`config.mk`:
```
export PLATFORM = sky130hd
export DESIGN_NAME = process_joiner_flat
export DESIGN_NICKNAME = d
export VERILOG_FILES = /design/src/rtl/process_joiner_if.sv /design/src/rtl/process_joiner.sv /design/src/flat_wrapper.sv
export SDC_FILE = /design/constraint.sdc
export NUM_CORES = 1
export LEC_CHECK = 0
export ABC_CLOCK_PERIOD_IN_PS = 2700
export BUFFER_PORTS_ARGS = -buffer_cell sky130_fd_sc_hd__clkbuf_2
export CAP_MARGIN = 0
export CORE_ASPECT_RATIO = 1.4
export CORE_MARGIN = 5
export CORE_UTILIZATION = 53
export CTS_CLUSTER_DIAMETER = 200
export DETAILED_ROUTE_END_ITERATION = 12
export PLACE_DENSITY_LB_ADDON = 0.25
export SYNTH_ARGS = -nofsm -noshare
export SYNTH_HDL_FRONTEND = slang
export SYNTH_SLANG_ARGS = --single-unit
```
`constraint.sdc`:
```
create_clock -name clk -period 2.7 [get_ports clk]
set_input_delay 0.54 -clock clk [delete_from_list [all_inputs] [get_ports clk]]
set_output_delay 0.54 -clock clk [all_outputs]
set_load 0.01 [all_outputs]
```
`src/rtl/process_joiner_if.sv`:
```
// process_joiner_if
// Bundles the scheduler request/response signals, the free-request return and
// both stack RAM ports of the process joiner.
//   slave  : the joiner side (drives results, RAM addresses/write data, freeRequest)
//   master : the scheduler/RAM side (drives the request, pids, word count and RAM read data)
// Handshake: the joiner samples enabled in IDLE; once the join has ended,
// finished (and error on an aborted join) stays high until enabled is seen low.
// RAM ports are synchronous-read: read data is valid one cycle after the address,
// and a write happens on the rising edge while readWrite=1.
interface process_joiner_if #(
    parameter int addrBits = 8,
    parameter int dataBits = 16
);
    logic                enabled;
    logic                finished;
    logic                error;
    logic [addrBits-1:0] childPid;
    logic [addrBits-1:0] parentPid;
    logic [addrBits-1:0] wordsToReturn;
    logic [4:0]          childCell;
    logic [4:0]          parentCell;
    logic [addrBits-1:0] addressForChildStack;
    logic [dataBits-1:0] dataOutForChildStack;
    logic [dataBits-1:0] dataInForChildStack;
    logic                readWriteForChildStack;
    logic [addrBits-1:0] addressForParentStack;
    logic [dataBits-1:0] dataOutForParentStack;
    logic [dataBits-1:0] dataInForParentStack;
    logic                readWriteForParentStack;
    logic                freeRequest;
    logic [addrBits-1:0] freePid;

    modport slave (
        input  enabled, childPid, parentPid, wordsToReturn,
        input  dataOutForChildStack, dataOutForParentStack,
        output finished, error, childCell, parentCell,
        output addressForChildStack, dataInForChildStack, readWriteForChildStack,
        output addressForParentStack, dataInForParentStack, readWriteForParentStack,
        output freeRequest, freePid
    );

    modport master (
        output enabled, childPid, parentPid, wordsToReturn,
        output dataOutForChildStack, dataOutForParentStack,
        input  finished, error, childCell, parentCell,
        input  addressForChildStack, dataInForChildStack, readWriteForChildStack,
        input  addressForParentStack, dataInForParentStack, readWriteForParentStack,
        input  freeRequest, freePid
    );
endinterface

```
`src/rtl/process_joiner.sv`:
```
// process_joiner
// Return path of a terminating child process: pops wordsToReturn result words off
// the child stack, pushes them onto the parent stack in the same order, rewrites
// both stack headers (word 0, SP in the top addrBits bits, low bits preserved)
// and pulses freeRequest for the child pid.
// Ports:
//   clk      : rising-edge clock
//   reset    : asynchronous, active-low
//   bus      : process_joiner_if.slave (request, result, RAM ports, free request)
//   stateDbg : current FSM state encoding, for observation only
// Optional feature: define JOIN_OVERFLOW_CHECK_EN to abort (ERROR state) when the
// child holds fewer than N words or the parent would exceed 255 words. Without it
// error is tied low and stack pointers wrap silently.
module process_joiner #(
    parameter int addrBits = 8,
    parameter int dataBits = 16
) (
    input  logic            clk,
    input  logic            reset,
    process_joiner_if.slave bus,
    output logic [2:0]      stateDbg
);
    localparam int lowBits = dataBits - addrBits;
    localparam logic [addrBits-1:0] oneAddr = {{(addrBits-1){1'b0}}, 1'b1};

    typedef enum logic [2:0] {
        IDLE          = 3'd0,
        RD_CHILD_HDR  = 3'd1,
        RD_PARENT_HDR = 3'd2,
        CHECK         = 3'd3,
        COPY          = 3'd4,
        WR_HDRS       = 3'd5,
        DONE          = 3'd6,
        ERROR         = 3'd7
    } joinStateT;

    joinStateT state, nextState;

    logic [addrBits-1:0] childPidQ, parentPidQ, nQ;
    logic [addrBits-1:0] childSpQ, newChildSpQ, newParentSpQ;
    logic [lowBits-1:0]  childLowQ, parentLowQ;
    logic [addrBits-1:0] copyCnt;
    logic [addrBits-1:0] childAddrQ, parentAddrQ;

    // Parent header is on the read port during CHECK; SP math uses it directly.
    logic [addrBits-1:0] parentSpIn, newParentSpC, newChildSpC;
    assign parentSpIn   = bus.dataOutForParentStack[dataBits-1 -: addrBits];
    assign newParentSpC = parentSpIn - nQ;
    assign newChildSpC  = childSpQ + nQ;

    logic overflow;
`ifdef JOIN_OVERFLOW_CHECK_EN
    // Depth of a down-growing stack from 0x100: (0 - SP) mod 2^addrBits.
    logic [addrBits-1:0] childDepth, parentDepth;
    logic [addrBits:0]   parentSum;
    assign childDepth  = '0 - childSpQ;
    assign parentDepth = '0 - parentSpIn;
    assign parentSum   = {1'b0, parentDepth} + {1'b0, nQ};
    assign overflow    = (nQ > childDepth) || (parentSum > {1'b0, {addrBits{1'b1}}});
`else
    assign overflow = 1'b0;
`endif

    always_ff @(posedge clk or negedge reset) begin
        if (!reset) state <= IDLE;
        else        state <= nextState;
    end

    always_comb begin
        nextState = state;
        case (state)
            IDLE:          if (bus.enabled) nextState = RD_CHILD_HDR;
            RD_CHILD_HDR:  nextState = RD_PARENT_HDR;
            RD_PARENT_HDR: nextState = CHECK;
            CHECK: begin
                if (overflow)        nextState = ERROR;
                else if (nQ == '0)   nextState = WR_HDRS;
                else                 nextState = COPY;
            end
            COPY:          if (copyCnt == nQ) nextState = WR_HDRS;
            WR_HDRS:       nextState = DONE;
            DONE, ERROR:   if (!bus.enabled) nextState = IDLE;
            default:       nextState = IDLE;
        endcase
    end

    // Datapath registers. In COPY cycle k the child address is childSp+k and the
    // parent address is newParentSp+k-1, so the word read in cycle k lands in
    // the parent during cycle k+1.
    always_ff @(posedge clk or negedge reset) begin
        if (!reset) begin
            childPidQ    <= '0;
            parentPidQ   <= '0;
            nQ           <= '0;
            childSpQ     <= '0;
            childLowQ    <= '0;
            parentLowQ   <= '0;
            newChildSpQ  <= '0;
            newParentSpQ <= '0;
            copyCnt      <= '0;
            childAddrQ   <= '0;
            parentAddrQ  <= '0;
        end else begin
            case (state)
                IDLE: begin
                    if (bus.enabled) begin
                        childPidQ   <= bus.childPid;
                        parentPidQ  <= bus.parentPid;
                        nQ          <= bus.wordsToReturn;
                        childAddrQ  <= '0;
                        parentAddrQ <= '0;
                    end
                end
                RD_PARENT_HDR: begin
                    childSpQ  <= bus.dataOutForChildStack[dataBits-1 -: addrBits];
                    childLowQ <= bus.dataOutForChildStack[lowBits-1:0];
                end
                CHECK: begin
                    parentLowQ   <= bus.dataOutForParentStack[lowBits-1:0];
                    newParentSpQ <= newParentSpC;
                    newChildSpQ  <= newChildSpC;
                    copyCnt      <= '0;
                    if (nextState == COPY) begin
                        childAddrQ  <= childSpQ;
                        parentAddrQ <= newParentSpC;
                    end else begin
                        childAddrQ  <= '0;
                        parentAddrQ <= '0;
                    end
                end
                COPY: begin
                    copyCnt <= copyCnt + oneAddr;
                    if (copyCnt == nQ) begin
                        childAddrQ  <= '0;
                        parentAddrQ <= '0;
                    end else begin
                        childAddrQ  <= childAddrQ + oneAddr;
                        parentAddrQ <= newParentSpQ + copyCnt;
                    end
                end
                default: ;
            endcase
        end
    end

    logic copyWrite;
    assign copyWrite = (state == COPY) && (copyCnt != '0);

    assign bus.finished                = (state == DONE) || (state == ERROR);
`ifdef JOIN_OVERFLOW_CHECK_EN
    assign bus.error                   = (state == ERROR);
`else
    assign bus.error                   = 1'b0;
`endif
    assign bus.childCell               = childPidQ[4:0];
    assign bus.parentCell              = parentPidQ[4:0];
    assign bus.addressForChildStack    = childAddrQ;
    assign bus.addressForParentStack   = parentAddrQ;
    assign bus.readWriteForChildStack  = (state == WR_HDRS);
    assign bus.readWriteForParentStack = (state == WR_HDRS) || copyWrite;
    assign bus.dataInForChildStack     = (state == WR_HDRS) ? {newChildSpQ, childLowQ} : '0;
    // Copied words go straight from the child read port to the parent write port.
    assign bus.dataInForParentStack    = copyWrite            ? bus.dataOutForChildStack :
                                         (state == WR_HDRS)   ? {newParentSpQ, parentLowQ} : '0;
    assign bus.freeRequest             = (state == WR_HDRS);
    assign bus.freePid                 = childPidQ;
    assign stateDbg                    = state;

    // Only the low five pid bits select a memory cell.
    logic unusedPidBits;
    assign unusedPidBits = &{1'b0, childPidQ[addrBits-1:5], parentPidQ[addrBits-1:5]};
endmodule
```
`src/flat_wrapper.sv`:
```
// flat-port wrapper written by rule: the top's interface ports become plain ports
module process_joiner_flat 
#(
    parameter int addrBits = 8,
    parameter int dataBits = 16
)
  (clk, reset, stateDbg, bus_enabled, bus_childPid, bus_parentPid, bus_wordsToReturn, bus_dataOutForChildStack, bus_dataOutForParentStack, bus_finished, bus_error, bus_childCell, bus_parentCell, bus_addressForChildStack, bus_dataInForChildStack, bus_readWriteForChildStack, bus_addressForParentStack, bus_dataInForParentStack, bus_readWriteForParentStack, bus_freeRequest, bus_freePid);
  process_joiner_if #(.addrBits(addrBits), .dataBits(dataBits)) bus_i ();
  input  logic clk;
  input  logic reset;
  output logic [2:0] stateDbg;
  input wire logic [$bits(bus_i.enabled)-1:0] bus_enabled;
  input wire logic [$bits(bus_i.childPid)-1:0] bus_childPid;
  input wire logic [$bits(bus_i.parentPid)-1:0] bus_parentPid;
  input wire logic [$bits(bus_i.wordsToReturn)-1:0] bus_wordsToReturn;
  input wire logic [$bits(bus_i.dataOutForChildStack)-1:0] bus_dataOutForChildStack;
  input wire logic [$bits(bus_i.dataOutForParentStack)-1:0] bus_dataOutForParentStack;
  output wire logic [$bits(bus_i.finished)-1:0] bus_finished;
  output wire logic [$bits(bus_i.error)-1:0] bus_error;
  output wire logic [$bits(bus_i.childCell)-1:0] bus_childCell;
  output wire logic [$bits(bus_i.parentCell)-1:0] bus_parentCell;
  output wire logic [$bits(bus_i.addressForChildStack)-1:0] bus_addressForChildStack;
  output wire logic [$bits(bus_i.dataInForChildStack)-1:0] bus_dataInForChildStack;
  output wire logic [$bits(bus_i.readWriteForChildStack)-1:0] bus_readWriteForChildStack;
  output wire logic [$bits(bus_i.addressForParentStack)-1:0] bus_addressForParentStack;
  output wire logic [$bits(bus_i.dataInForParentStack)-1:0] bus_dataInForParentStack;
  output wire logic [$bits(bus_i.readWriteForParentStack)-1:0] bus_readWriteForParentStack;
  output wire logic [$bits(bus_i.freeRequest)-1:0] bus_freeRequest;
  output wire logic [$bits(bus_i.freePid)-1:0] bus_freePid;
  assign bus_i.enabled = bus_enabled;
  assign bus_i.childPid = bus_childPid;
  assign bus_i.parentPid = bus_parentPid;
  assign bus_i.wordsToReturn = bus_wordsToReturn;
  assign bus_i.dataOutForChildStack = bus_dataOutForChildStack;
  assign bus_i.dataOutForParentStack = bus_dataOutForParentStack;
  assign bus_finished = bus_i.finished;
  assign bus_error = bus_i.error;
  assign bus_childCell = bus_i.childCell;
  assign bus_parentCell = bus_i.parentCell;
  assign bus_addressForChildStack = bus_i.addressForChildStack;
  assign bus_dataInForChildStack = bus_i.dataInForChildStack;
  assign bus_readWriteForChildStack = bus_i.readWriteForChildStack;
  assign bus_addressForParentStack = bus_i.addressForParentStack;
  assign bus_dataInForParentStack = bus_i.dataInForParentStack;
  assign bus_readWriteForParentStack = bus_i.readWriteForParentStack;
  assign bus_freeRequest = bus_i.freeRequest;
  assign bus_freePid = bus_i.freePid;
  process_joiner #(.addrBits(addrBits), .dataBits(dataBits)) u_core (.clk(clk), .reset(reset), .bus(bus_i), .stateDbg(stateDbg));
endmodule
```
== Yosys cells after proc, flatten, opt, wreduce, memory -nomap -nowiden ==
Cells that the tools add are included.
W data, S select, Z words.

* Register bits: 88
* Input bits: 59
* Output and inout port bits: 74

* Add/subtract/negate cells: 5
* Equal/unequal tests: 10
* Mux-type cells: 16
* Reductions and logical operators: 11

{| class="wikitable"
|+ Operator list
! kind !! number
|-
| $mux W16 || 3
|-
| $pmux W8 S3 || 2
|-
| $mux W8 || 5
|-
| $pmux W3 S7 || 1
|-
| $add A8 B1 Y8 const B || 2
|-
| $add A8 B8 Y8 || 2
|-
| $pmux W8 S2 || 1
|-
| $eq A3 B3 Y1 const B || 5
|-
| $mux W3 || 3
|-
| $eq A8 B8 Y1 || 1
|-
| $logic_not A8 Y1 || 1
|-
| $reduce_bool A8 Y1 || 1
|-
| $sub A8 B8 Y8 || 1
|-
| $eq A3 B2 Y1 const B || 2
|-
| $reduce_and A2 Y1 || 2
|-
| $eq A3 B1 Y1 const B || 1
|-
| $logic_not A3 Y1 || 1
|-
| $reduce_bool A3 Y1 || 1
|-
| $logic_or A1 B1 Y1 || 2
|-
| $ne A2 B2 Y1 const B || 1
|-
| $reduce_bool A2 Y1 || 1
|-
| $reduce_or A2 Y1 || 1
|-
| $logic_and A1 B1 Y1 || 1
|-
| $mux W1 || 1
|}

== Logic depth before layout (Yosys ltp) ==
Gate-level depths: netlist of the first run.

* Depth in word-level cells: 6
* Mapped depth: 9
* Gate-level depth less buffers: 9

== Worst setup path after synthesis of the first run ==
OpenSTA, ideal clock, no wires.

* Kind: reg-to-reg
* From: register u_core.copyCnt[0]
* To: register u_core.parentAddrQ[6] (netlist: u_core.bus.addressForParentStack[6])
* Library setup time: 0.126 ns
* Arrival: 2.099 ns
* Required time: 2.574 ns
* Path slack: 0.475 ns
* Stages on the path, launching flop included: 8
* Buffers on the path: 0
* Period minus slack after synthesis: 2.225 ns
* Path through: dfrtp_1 -> ha_1 -> fa_1 -> a21o_1 -> a311o_1 -> a21oi_2 -> xnor2_1 -> a221o_1

* Cells in the longest elaborated chain, start to end: 6
* Elaborated cells on any way between the ends: 8

{| class="wikitable"
|+ Ends and longest elaborated chain
! item !! RTL line !! RTL
|-
| start, declared || process_joiner.sv:42 || <nowiki>logic [addrBits-1:0] copyCnt;</nowiki>
|-
| start signal, assigned || process_joiner.sv:132 || <nowiki>copyCnt <= copyCnt + oneAddr;</nowiki>
|-
| $eq A8 B8 Y1 || process_joiner.sv:80, process_joiner.sv:133 ||
|-
| $mux W3 || process_joiner.sv:80 || <nowiki>COPY: if (copyCnt == nQ) nextState = WR_HDRS;</nowiki>
|-
| $pmux W3 S7 || process_joiner.sv:71 || <nowiki>case (state)</nowiki>
|-
| $eq A3 B3 Y1 || process_joiner.sv:123 || <nowiki>if (nextState == COPY) begin</nowiki>
|-
| $mux W8 || process_joiner.sv:123 ||
|-
| $pmux W8 S3 * || process_joiner.sv:104 || <nowiki>case (state)</nowiki>
|-
| end signal, assigned || process_joiner.sv:125 || <nowiki>parentAddrQ <= newParentSpC;</nowiki>
|-
| end signal, assigned || process_joiner.sv:138 || <nowiki>parentAddrQ <= newParentSpQ + copyCnt;</nowiki>
|-
| end, declared || process_joiner.sv:43 || <nowiki>logic [addrBits-1:0] childAddrQ, parentAddrQ;</nowiki>
|}

Mark *: on every way between the ends. The rest lies on a longest branch, timed or not.
A chain may end at the register's enable or synchronous reset.

== Final worst setup path of the first run ==
* From: register u_core.copyCnt[0]
* To: output port bus_readWriteForParentStack

* Cells in the longest elaborated chain, start to end: 3

{| class="wikitable"
|+ Ends and longest elaborated chain
! item !! RTL line !! RTL
|-
| $reduce_bool A8 Y1 || process_joiner.sv:147 || <nowiki>assign copyWrite = (state == COPY) && (copyCnt != '0);</nowiki>
|-
| $logic_and A1 B1 Y1 || process_joiner.sv:147 ||
|-
| $logic_or A1 B1 Y1 || process_joiner.sv:160 || <nowiki>assign bus.readWriteForParentStack = (state == WR_HDRS) || copyWrite;</nowiki>
|-
| end, declared || flat_wrapper.sv:27 || <nowiki>output wire logic [$bits(bus_i.readWriteForParentStack)-1:0] bus_readWriteForParentStack;</nowiki>
|}

No other way between the ends.

==> parameters.txt, run 1 <==
Parameter                              Value

Floorplan
  Standard-cell row count    42
  Floorplan die width    92.64 um
  Area of the die    11640 sq um
  Number of top-level pins    133
  Vert. Die Dim    125.7 um
  Area of the core    9407 sq um
  Initial Utilization    0.5387

Timing
  Unrepaired setup endpoints after global routing    no
  Final number of setup-violating endpoints    0
  Share of the cycle needed by the critical path after routing    0.9702
  Headroom to the max-slew limit    0.5693
  Post-route minimum period    2.619 ns
  Worst Max-Slew Pin Slew    0.6460 ns
  Post-Route Setup TNS    0 ns
  Final clock skew    0.007004 ns
  Slew Viols, Final    0
  Final hold vios    0
  Max Clk Rate    381.8 MHz

Power
  Max VDD drop    693.1 uV
  Power Density    1232 nW/um^2
  Leakage component of the power    3.036 nW

Global routing
  Total global routing track utilization    0.2343
  Via count of the first global-routing pass    4340
  Initial antenna violation count    0
  Largest net degree at the start of global routing    75
  Total gr overflow    0
  Wire length of the first global-routing pass    21.58 mm

Place
  Routability congestion estimate    0.8872
  Detailed placer's ending HPWL    9.828 mm
  Placed cell areas    5804 sq um
  PortBufs    128

Critical path
  Required time reported for the critical path endpoint    2.16 ns
  CP endpoint kind    output port
  Setup slack on the worst flop-to-flop path    0.31 ns
  Worst Setup Start Kind    flip-flop
  Arrival time worst endpoint    2.08 ns
  Critical Setup Path Class    reg -> out
  Max FO, Critical Path    17

CTS
  TritonCTS clock tree    done
  Quantity of hold-fixing buffers added after cts    0
  Later-pin clock latency in the skew report    0.34 ns
  CTS sink count    88
  Max clock buf depth    2
  Clock root buffer    sky130_fd_sc_hd__clkbuf_16
  CTS buffer count    9
  Clock slew at the register clock pins of the worst setup and hold paths    0.06 ns
  H-tree level count    3

Logic synthesis
  Number of nets produced by synthesis    584
  Total of warnings raised by yosys    0
  Post-synthesis adder-cell area fraction    0.07111
  Gate count after technology mapping    498
  Largest cells by area after synthesis    sky130_fd_sc_hd__dfrtp_1 (43%), sky130_fd_sc_hd__mux2_2 (6.9%), sky130_fd_sc_hd__ha_1 (5.9%)
  Async set-reset flop share out of synthesis    1.000
  Cell type contributing the most total cell area after synthesis    sky130_fd_sc_hd__dfrtp_1
  Combinational family with the most area after synthesis    compound AO/OA/AOI/OAI gates
  Synth Area in Simple Gates    0.1593
  XOR/XNOR share of the synthesized area    0.04148
  Number of synthesized register bits    88
  Sequential share of the synthesized area    0.4346
  Mux contribution to synthesized area    0.07877
  Area fraction of the dominant cell type after synthesis    0.4346
  Most instantiated flip-flop cell in the synthesis netlist    sky130_fd_sc_hd__dfrtp_1
  Number of flops mapped to enable cells by yosys    0
  Number of unique standard cell types used by synthesis    58
  Per-instance average area after synthesis    10.18 sq um
  Cell area after synthesis    5067 sq um
  Commonest cells in the netlist    sky130_fd_sc_hd__dfrtp_1 (88), sky130_fd_sc_hd__nand2_1 (68), sky130_fd_sc_hd__o21ai_0 (37), sky130_fd_sc_hd__mux2_2 (31), sky130_fd_sc_hd__ha_1 (24)
  Count leader, synth    sky130_fd_sc_hd__dfrtp_1
  Fraction of the mapped netlist area in compound gates    0.1652

Layout
  Layout cells sized above 1    0.3217
  Net count, final    709
  Combined flip-flop and latch cell area    2202 sq um
  Final std cell area, no fill    6161 sq um
  Final-layout fill cell count    761
  Multi-input logic area    2631 sq um
  Synthesis-to-finish area growth    21.58%
  Inserted Diodes    0

Status
  Run status    complete, no violations

Min path
  Tightest Hold Check Type    in -> async

Route
  Post-route DRC violation count    0
  Wirelength per Cell    17.83 um
  Vias post-DR    4342
  First-iteration detailed-routing DRC count    199
  Total iterations of the first detailed-routing run    5
  Total Wirelength    13.16 mm
  Remaining antenna violation count    0
  DR vias/cell    5.883

Job
  Max-cap violations    0
[critical path: stages, from the launching register on]
cell and delay [ns]:
sky130_fd_sc_hd__dfrtp_1 0.46, sky130_fd_sc_hd__inv_1 0.12, sky130_fd_sc_hd__ha_1 0.16, sky130_fd_sc_hd__nor4b_2 0.32, sky130_fd_sc_hd__a21oi_4 0.11, sky130_fd_sc_hd__buf_12 0.17
sky130_fd_sc_hd__or2_2 0.27, sky130_fd_sc_hd__clkbuf_2 0.13
[power by group]
part / total [W] / switching, W / internal [W]
clock: 0.00136 / 0.000518 / 0.000840
sequential: 0.00248 / 0.000547 / 0.00194
combinational: 0.00375 / 0.00204 / 0.00171
total: 0.00759 / 0.00310 / 0.00449
[per-stage QoR]
stage               hold slack, ns  total power, W  setup WS, ns  instances    util
finish                     0.05579        0.007588       0.08052        738  0.6550
global route               0.06094        0.008176      0.005443        738  0.6550
CTS                        0.05418        0.007626       0.07361        738  0.6550
detailed placement          0.4205        0.006212       0.05245        721  0.6171
global placement            0.4189        0.006055        0.2686        721  0.6171
floorplan                   0.2444        0.005010        0.4754        498       -
[layer usage]
layer,vias up,global-route usage,part of all wire
met4,0,0.08714,0.025
li1,2030,-,-
met1,2106,0.2839,0.39
met2,178,0.4000,0.51
met3,28,0.06086,0.076
met5,-,0,0
[cells in the final DEF (no fill, tap or decap), types with 6 or more instances in the layout]
| cell type | count |
|---|---|
| sky130_fd_sc_hd__a21o_1 | 6 |
| sky130_fd_sc_hd__a21oi_1 | 16 |
| sky130_fd_sc_hd__a221o_1 | 7 |
| sky130_fd_sc_hd__a22o_1 | 17 |
| sky130_fd_sc_hd__and2_1 | 19 |
| sky130_fd_sc_hd__buf_4 | 16 |
| sky130_fd_sc_hd__clkbuf_16 | 9 |
| sky130_fd_sc_hd__clkbuf_2 | 127 |
| sky130_fd_sc_hd__dfrtp_1 | 88 |
| sky130_fd_sc_hd__ha_1 | 24 |
| sky130_fd_sc_hd__inv_1 | 19 |
| sky130_fd_sc_hd__mux2_2 | 31 |
| sky130_fd_sc_hd__nand2_1 | 68 |
| sky130_fd_sc_hd__nand3_1 | 7 |
| sky130_fd_sc_hd__nor2_1 | 7 |
| sky130_fd_sc_hd__nor3b_1 | 8 |
| sky130_fd_sc_hd__o21ai_0 | 37 |
| sky130_fd_sc_hd__o31ai_1 | 6 |
| sky130_fd_sc_hd__xnor2_1 | 17 |
| sky130_fd_sc_hd__xor2_1 | 7 |
[sequential cells by signal (all words and copies together) (netlist names)]
signal	flops
u_core.copyCnt	8
u_core.bus.addressForChildStack	8
u_core.parentLowQ	8
u_core.newChildSpQ	8
u_core.bus.freePid	8
u_core.newParentSpQ	8
u_core.parentPidQ	5
u_core.childLowQ	8
u_core.bus.addressForParentStack	8
u_core.nQ	8
u_core.childSpQ	8
u_core.stateDbg	3
[final cells by class]
cell class	instances	share of cell area
Sequential cell	88	0.3574
Timing Repair Buffer	145	0.1292
Clock inverter	4	0.01239
Inverter	19	0.01158
Multi-Input combinational cell	360	0.4271
Clock buffer	12	0.04001
Tap cell	110	0.02234
[final timing paths]
path | start | end | depth (start not counted)
worst max register to register | u_core.copyCnt[0] | u_core.bus.addressForParentStack[6] | 7
worst max-delay path | u_core.copyCnt[0] | bus_readWriteForParentStack | 7
min in group clk | bus_dataOutForParentStack[5] | u_core.parentLowQ[5] | 3
worst min-delay path | reset | u_core.childLowQ[7] | 1
worst min register to register | u_core.newChildSpQ[4] | u_core.newChildSpQ[4] | 2
max in group asynchronous | reset | u_core.copyCnt[2] | 2
[cell families (layout without fill, tap and decap cells)]
kind of cell / count (synthesis) / after routing
AO/OA/AOI/OAI: 122 / 122
AND/OR/NAND/NOR: 150 / 150
other: 1 / 1
flip-flops: 88 / 88
multiplexers: 36 / 36
adder cells (fa/ha/maj): 27 / 27
buffers and inverters: 50 / 180
XOR/XNOR: 24 / 24
[timing repair]
item / CTS / global route
endpoints found under the setup margin: 17 / 0
buffers inserted: 1 / 0
gates resized for setup: 2 / 0
Note: power is estimated with default switching activity, not from simulation.
==> inputs of run 2 (changes only) <==
ABC_CLOCK_PERIOD_IN_PS = 2650   (was 2700)
clock period = 2.65 ns   (was 2.7 ns; I/O delays follow)
==> run 2 against run 1 <==
Effect of this change:
- power is 2.9% higher
- sequential power rose by 2%
- cell count is 0.14% lower
- sequential cell count is the same
- routed wire length down 1.3%
- non-clock buffer count stayed put
- design area increased by 0.37%
- die area stayed put
- setup slack better by 0.045 ns
- worst hold slack gained 0.094 ns
==> parameters.txt, run 2 (same netlist as run 1, synthesis figures left out) <==
Parameter                              Value

CTS
  Clock slew at the register clock pins of the worst setup and hold paths    0.06 ns (about the same)
  Clock root buffer    sky130_fd_sc_hd__clkbuf_16
  Max clock buf depth    2 (unchanged)
  H-tree level count    3 (unchanged)
  CTS sink count    88 (unchanged)
  TritonCTS clock tree    done
  Quantity of hold-fixing buffers added after cts    0 (unchanged)
  Later-pin clock latency in the skew report    0.34 ns (about the same)
  CTS buffer count    9 (unchanged)

Global routing
  Total global routing track utilization    0.2278 (-0.006458)
  Wire length of the first global-routing pass    21.11 mm (-2.2%)
  Via count of the first global-routing pass    4197 (-3.3%)
  Largest net degree at the start of global routing    54 (-28%)
  Total gr overflow    0 (unchanged)
  Initial antenna violation count    0 (unchanged)

Timing
  Share of the cycle needed by the critical path after routing    0.9526
  Unrepaired setup endpoints after global routing    no
  Max Clk Rate    396.1 MHz
  Slew Viols, Final    0 (unchanged)
  Final clock skew    0.006078 ns (-0.0009263 ns)
  Post-route minimum period    2.524 ns
  Final hold vios    0 (unchanged)
  Final number of setup-violating endpoints    0 (unchanged)

Layout
  Synthesis-to-finish area growth    22.02%
  Post-route insts no fill    737 (-0.14%)
  Inserted Diodes    0 (unchanged)
  Net count, final    709 (unchanged)
  Leading cell type in the layout, fill and taps excluded    sky130_fd_sc_hd__clkbuf_2
  Most used cells in the layout excluding fill and tap cells    sky130_fd_sc_hd__clkbuf_2 (127), sky130_fd_sc_hd__dfrtp_1 (88), sky130_fd_sc_hd__nand2_1 (68), sky130_fd_sc_hd__o21ai_0 (37), sky130_fd_sc_hd__mux2_2 (31)
  Layout cells sized above 1    0.3206 (-0.001082)

Route
  Remaining antenna violation count    0 (unchanged)
  Wirelength per Cell    17.62 um (-1.2%)
  Total Wirelength    12.99 mm (-1.3%)
  Post-route DRC violation count    0 (unchanged)
  Total iterations of the first detailed-routing run    5 (unchanged)
  First-iteration detailed-routing DRC count    243 (+22%)
  Vias post-DR    4262 (-1.8%)
  DR vias/cell    5.783 (-1.7%)

Floorplan
  Area of the die    11640 sq um (unchanged)
  Area of the core    9407 sq um (unchanged)
  Floorplan die width    92.64 um (unchanged)
  Standard-cell row count    42 (unchanged)
  Vert. Die Dim    125.7 um (unchanged)
  Initial Utilization    0.5387 (unchanged)
  Number of top-level pins    133 (unchanged)

Critical path
  Arrival time worst endpoint    1.99 ns (-0.09 ns)
  Cell with the largest stage delay on the worst path    sky130_fd_sc_hd__dfrtp_1
  Max FO, Critical Path    17 (unchanged)
  Largest stage delay, worst path    0.47 ns (about the same)
  CP endpoint kind    output port
  Worst Setup Start Kind    flip-flop
  Count of buffer and inverter cells on the critical path    3 (unchanged)
  Crit-path leading delay family    simple AND/OR/NAND/NOR gates
  Critical Setup Path Class    reg -> out
  Cells traversed along the worst timing path    inv_1, ha_1, nor4b_4, a21oi_4, buf_12, or2_2, clkbuf_2
  Required time reported for the critical path endpoint    2.12 ns (-0.04 ns)

Place
  Detailed placer's ending HPWL    9.830 mm (about the same)
  Routability congestion estimate    0.9156 (+3.2%)
  PortBufs    128 (unchanged)
  Total instance count after detailed placement    721 (unchanged)

Job
  Max-cap violations    0 (unchanged)

Power
  Leakage component of the power    3.055 nW (+0.63%)
  Max VDD drop    678.3 uV (-2.1%)
  Total power    0.007811 W (+2.9%)
  Power Density    1263 nW/um^2 (+2.6%)

Status
  Run status    complete, no violations

Min path
  Tightest Hold Check Type    in -> async
==> run 2: worst register-to-register path: stages (launching register included) <==
cell and delay [ns]:
sky130_fd_sc_hd__dfrtp_1 0.47, sky130_fd_sc_hd__ha_1 0.29, sky130_fd_sc_hd__fa_1 0.42, sky130_fd_sc_hd__a21o_1 0.19
sky130_fd_sc_hd__a311o_1 0.36, sky130_fd_sc_hd__a21oi_2 0.15, sky130_fd_sc_hd__xnor2_1 0.09, sky130_fd_sc_hd__a221o_1 0.32
==> run 2: final timing paths <==
check	startpoint	to	slack (ns)	cells after the start
worst min-delay path	reset	u_core.childLowQ[6]	0.15	1
worst max register to register	u_core.copyCnt[0]	u_core.bus.addressForParentStack[6]	0.24	7
worst max-delay path	u_core.copyCnt[0]	bus_readWriteForParentStack	0.13	7
worst min register to register	u_core.newChildSpQ[7]	u_core.newChildSpQ[7]	0.48	2
min in group clk	bus_dataOutForParentStack[5]	u_core.parentLowQ[5]	0.38	3
max in group asynchronous	reset	u_core.bus.addressForParentStack[3]	1.85	2
==> run 2: layout make-up <==
cell class                      instances  area, sq um
Tap cell                              110        137.6
Fill cell                             758         3223
Multi-Input combinational cell        360         2640
Sequential cell                        88         2202
Inverter                               19        71.32
Clock inverter                          3        90.09
Timing Repair Buffer                  145        795.8
Clock buffer                           12        246.5
==> run 2: what timing repair did <==
item	4_1_cts	5_1_grt
gates resized for setup	2	1
endpoints found under the hold margin	0	0
buffers inserted	0	1
setup endpoints to repair	17	17
pin swaps	0	1
==> run 2: layer usage <==
metal / global-route usage / wire length (um) / share of wire / up-vias
met5: 0 / 0 / 0 / -
met4: 0.07506 / 311 / 0.024 / 0
met3: 0.05012 / 999 / 0.077 / 20
met2: 0.3842 / 6405 / 0.49 / 167
met1: 0.2910 / 5270 / 0.41 / 2041
li1: - / - / - / 2034
==> run 2: stage by stage <==
stage | setup slack [ns] | cell area (sq um) | util | setup TNS [ns] | hold slack (ns)
2_1_floorplan | 0.4254 | 5067 | - | 0 | 0.2344
3_3_place_gp | 0.1903 | 5804 | 0.6171 | 0 | 0.4533
3_5_place_dp | 0.07114 | 5804 | 0.6171 | 0 | 0.4652
4_1_cts | -0.006195 | 6155 | 0.6543 | -0.006195 | 0.1658
5_1_grt | 0.04825 | 6183 | 0.6574 | 0 | 0.1901
6_report | 0.1256 | 6183 | 0.6574 | 0 | 0.1499
==> run 2: where the power goes <==
part	internal, W	switching (W)
clock network	0.000943	0.000512
registers	0.00197	0.000545
logic	0.00175	0.00209
